**config.mk**
```make
export PLATFORM = sky130hd
export DESIGN_NAME = distram_fifo_ctrl
export DESIGN_NICKNAME = d
export VERILOG_FILES = /design/src/rtl/distram_fifo_ctrl.sv
export SDC_FILE = /design/constraint.sdc
export NUM_CORES = 1
export LEC_CHECK = 0
export BUFFER_PORTS_ARGS = -buffer_cell sky130_fd_sc_hd__buf_2
export CORE_ASPECT_RATIO = 1.4
export CORE_MARGIN = 3
export CORE_UTILIZATION = 38
export DETAILED_ROUTE_END_ITERATION = 12
export PLACE_DENSITY = 0.93
export SYNTH_ARGS = -nofsm -noshare
export SYNTH_HDL_FRONTEND = slang
export SYNTH_SLANG_ARGS = --single-unit
```
**constraint.sdc**
```tcl
create_clock -name CLK -period 9.35 [get_ports CLK]
set_input_delay 2.3375 -clock CLK [delete_from_list [all_inputs] [get_ports CLK]]
set_output_delay 2.3375 -clock CLK [all_outputs]
set_load 0.02 [all_outputs]
```
**src/rtl/distram_fifo_ctrl.sv**
```systemverilog
// First-word-fall-through valid/ready FIFO controller driving an external
// distributed RAM (synchronous write port, combinational read port).
module distram_fifo_ctrl #(
    parameter int DEPTH     = 32,
    parameter int WIDTH     = 32,
    parameter int AFULL_LVL = 28
) (
    input  logic                       CLK,
    input  logic                       RST,
    input  logic                       flush,
    input  logic                       enq_valid,
    input  logic [WIDTH-1:0]           enq_data,
    output logic                       enq_ready,
    output logic                       deq_valid,
    output logic [WIDTH-1:0]           deq_data,
    input  logic                       deq_ready,
    output logic [$clog2(DEPTH):0]     count,
    output logic                       almost_full,
    output logic                       ovf_err,
    output logic                       ram_wen,
    output logic [$clog2(DEPTH)-1:0]   ram_windex,
    output logic [WIDTH-1:0]           ram_wdata,
    output logic [$clog2(DEPTH)-1:0]   ram_rindex,
    input  logic [WIDTH-1:0]           ram_rdata
);

    localparam int AW = $clog2(DEPTH);
    localparam int CW = AW + 1;

    logic [AW-1:0] wr_ptr;
    logic [AW-1:0] rd_ptr;
    logic          enq_fire;
    logic          deq_fire;

    // Readiness is purely a function of registered occupancy, so a full FIFO
    // refuses an enqueue even in a cycle where the head is being consumed.
    assign enq_ready   = (count != CW'(DEPTH));
    assign deq_valid   = (count != '0);
    assign almost_full = (count >= CW'(AFULL_LVL));

    assign enq_fire = enq_valid & enq_ready;
    assign deq_fire = deq_valid & deq_ready;

    assign ram_wen    = enq_fire & ~flush;
    assign ram_windex = wr_ptr;
    assign ram_wdata  = enq_data;
    assign ram_rindex = rd_ptr;
    assign deq_data   = ram_rdata;

    always_ff @(posedge CLK) begin
        if (RST) begin
            wr_ptr  <= '0;
            rd_ptr  <= '0;
            count   <= '0;
            ovf_err <= 1'b0;
        end else begin
            if (flush) begin
                wr_ptr <= '0;
                rd_ptr <= '0;
                count  <= '0;
            end else begin
                if (enq_fire)
                    wr_ptr <= wr_ptr + AW'(1);
                if (deq_fire)
                    rd_ptr <= rd_ptr + AW'(1);
                case ({enq_fire, deq_fire})
                    2'b10:   count <= count + CW'(1);
                    2'b01:   count <= count - CW'(1);
                    default: count <= count;
                endcase
            end
            // Sticky until reset; a flush cycle never records an overflow.
            if (enq_valid && !enq_ready && !flush)
                ovf_err <= 1'b1;
        end
    end

endmodule

```
==> out/qor.csv <==
metric,value,unit
max_freq,193.6,MHz
drt_first_pass_iters,4,
synth_top_family_by_area,buffers and inverters,
antenna_left,0,
yosys-top-cells-area,"buf_4, dfxtp_1, ha_1",
r2r_cells,11,
synth_edf_count,0,
clock_skew,0.004251,ns
crit_type,in2out,
post-place-cells,168,
overflow,0,
postCtsHoldBufs,0,
avgSynthCellArea,8.363,um^2
synth-async-reset-ratio,0,%
synthesis.nets,248,
hold_class,reg2reg,
status,finished clean,
drv_cap,0,
synth_ff_type,dfxtp_1,
die_w,57.85,um
drive_gt1_share,29.55,%
yosys_warnings,0,
nets,210,
power.density,137.1,nW/um^2
portBuffers,25,
dpl.hpwl,2.472,mm
path_clk_slew,0.06,ns
endpoint_kind,primary output,
cts_setup_buffers,0,
fin_crit,5.166,ns
start_util,40.82,%
synth_top_cell_by_area,buf_4,
setup_viol,0,
crit_arrival,2.83,ns
setup_tns,0,ns
grt_max_degree,17,
cts_made_buffers,3,
r2r_setup_slack,6.07,ns
r2r-end,count[5],
synth.distinct_cells,33,
power,156.4,uW
holdPathEnd,ovf_err,
viasPerCell,5.215,
drt_iter0_drc,27,
finalInstanceArea,1141,um^2
antenna_found_initial,0,
fin_crit_sh,55.25,%
hold_viol_final,0,
synthTopCellsByCount,"buf_4, dfxtp_1, nor2_1",
crit_required,7.01,ns
clk_root_buffer_cell,clkbuf_8,
setup.worst_path.start_class,input port,
gp_congestion,0.8415,
timing.rr.start,count[0],
rsz0062_at_grt,no,
dieArea,4546,um^2
io_pins,154,
netlist_area,1430,um^2
cts_tree,done,
htreeDepth,1,
yosys.area_share.simple,17.06,%
clkLatencyLatePin,0.25,ns
synthMuxAreaShare,0.6999,%
layout-area-overhead-vs-synth,-20.21,%
worstMarginPinSlew,0.3293,ns
core,3503,um^2
std_cell_rows,25,
antenna_cells,0,
synth_top_area_share,33.60,%
worstPathMaxFanout,6,
synth-compound-area-share,8.311,%
placedInstanceArea,1095,um^2
whs_path_depth,2,
peakVddDrop,0.00007905,V
cts_resized,0,
min_from,ovf_err,
ys_ff_latch,17,
stdcell_count,172,
grt_pass1_vias,895,
clockBufferDepth,2,
cellLeakagePower,0.0005521,uW
drv_slew,0,
syn_inst,171,
grt_use_total,13.31,%
synth-xor-area-share,6.124,%
die_h,78.59,um
yosysSeqAreaShare,23.80,%
clock_sinks,17,
drt_wl_total,2.987,mm
avgRoutedWirePerCell,17.37,um
via_count,897,
yosysMostFrequentCell,buf_4,
drc,0,
grt_pass1_wl,4.519,mm
synth_fa_ha_area_share,7.524,%
maxSlewHeadroom,78.05,%
==> worst max-delay path, cell delays in order <==
cell,delay [ns]
buf_2,0.11
nand2_2,0.10
nor2_1,0.11
buf_2,0.17
==> report_power, final <==
part | internal, uW | leakage [uW] | switching (uW) | total (uW)
clock network | 29.6 | 0.0000255 | 25.4 | 55.0
logic | 9.41 | 0.000389 | 16.1 | 25.5
registers | 73.8 | 0.000137 | 2.09 | 75.9
total | 113 | 0.000552 | 43.6 | 156
==> placed cells by master (no fill, tap or decap), drive strengths merged <==
cell,count
nor2,13
nand2,9
nor3b,3
nor2b,1
o311a,1
or3b,1
a211oi,2
nor4b,1
dfxtp,17
or3,4
clkinv,1
buf,25
a21oi,8
or2,1
ha,7
xor2,9
xnor2,1
o21ai,5
a22oi,1
inv,3
a21o,2
fa,1
nand3,9
and3,2
mux2i,1
or4,1
clkbuf,3
==> worst max path at each step <==
| stage | from | endpoint | slack, ns | depth (start not counted) |
|---|---|---|---|---|
| 2_1_floorplan | enq_valid | ram_wen | 4.31 | 2 |
| 3_3_place_gp | enq_valid | ram_wen | 4.23 | 4 |
| 3_5_place_dp | enq_valid | ram_wen | 4.18 | 4 |
| 4_1_cts | enq_valid | ram_wen | 4.18 | 4 |
| 5_1_grt | enq_valid | ram_wen | 4.13 | 4 |
| 6_report | enq_valid | ram_wen | 4.18 | 4 |
==> state kept, by name (all words and copies together) (netlist names) <==
name        cells
ram_windex      5
ovf_err         1
ram_rindex      5
count           6
==> cells by family (layout without fill, tap and decap cells) <==
logic type | count (synthesis) | in the layout
buf+inv | 71 | 32
simple gates | 45 | 45
compound gates | 19 | 19
flops | 17 | 17
fa+ha+maj | 8 | 8
mux | 1 | 1
xor+xnor | 10 | 10
==> metrics by stage <==
step | setup slack, ns | utilization, % | hold WS, ns
6_report | 4.184 | 32.57 | 0.4718
3_5_place_dp | 4.176 | 31.25 | 0.4682
5_1_grt | 4.132 | 32.57 | 0.5147
2_1_floorplan | 4.313 | - | 0.5529
3_3_place_gp | 4.228 | 31.25 | 0.4458
4_1_cts | 4.176 | 32.57 | 0.4829
==> cell type report <==
| class | count | area (um^2) |
|---|---|---|
| clock buffer | 3 | 41.29 |
| timing repair buffer | 25 | 125.1 |
| clock inverter | 1 | 5.005 |
| multi-input combinational | 83 | 568.0 |
| fill | 368 | 2362 |
| tap | 40 | 50.05 |
| inverter | 3 | 11.26 |
| sequential | 17 | 340.3 |
==> metal layers <==
layer	track usage (%)	share of wire [%]
met1	10.14	28
met2	20.14	43
met5	0	0
met4	17.40	11
met3	7.401	18
Note: power is estimated with default switching activity, not from simulation.
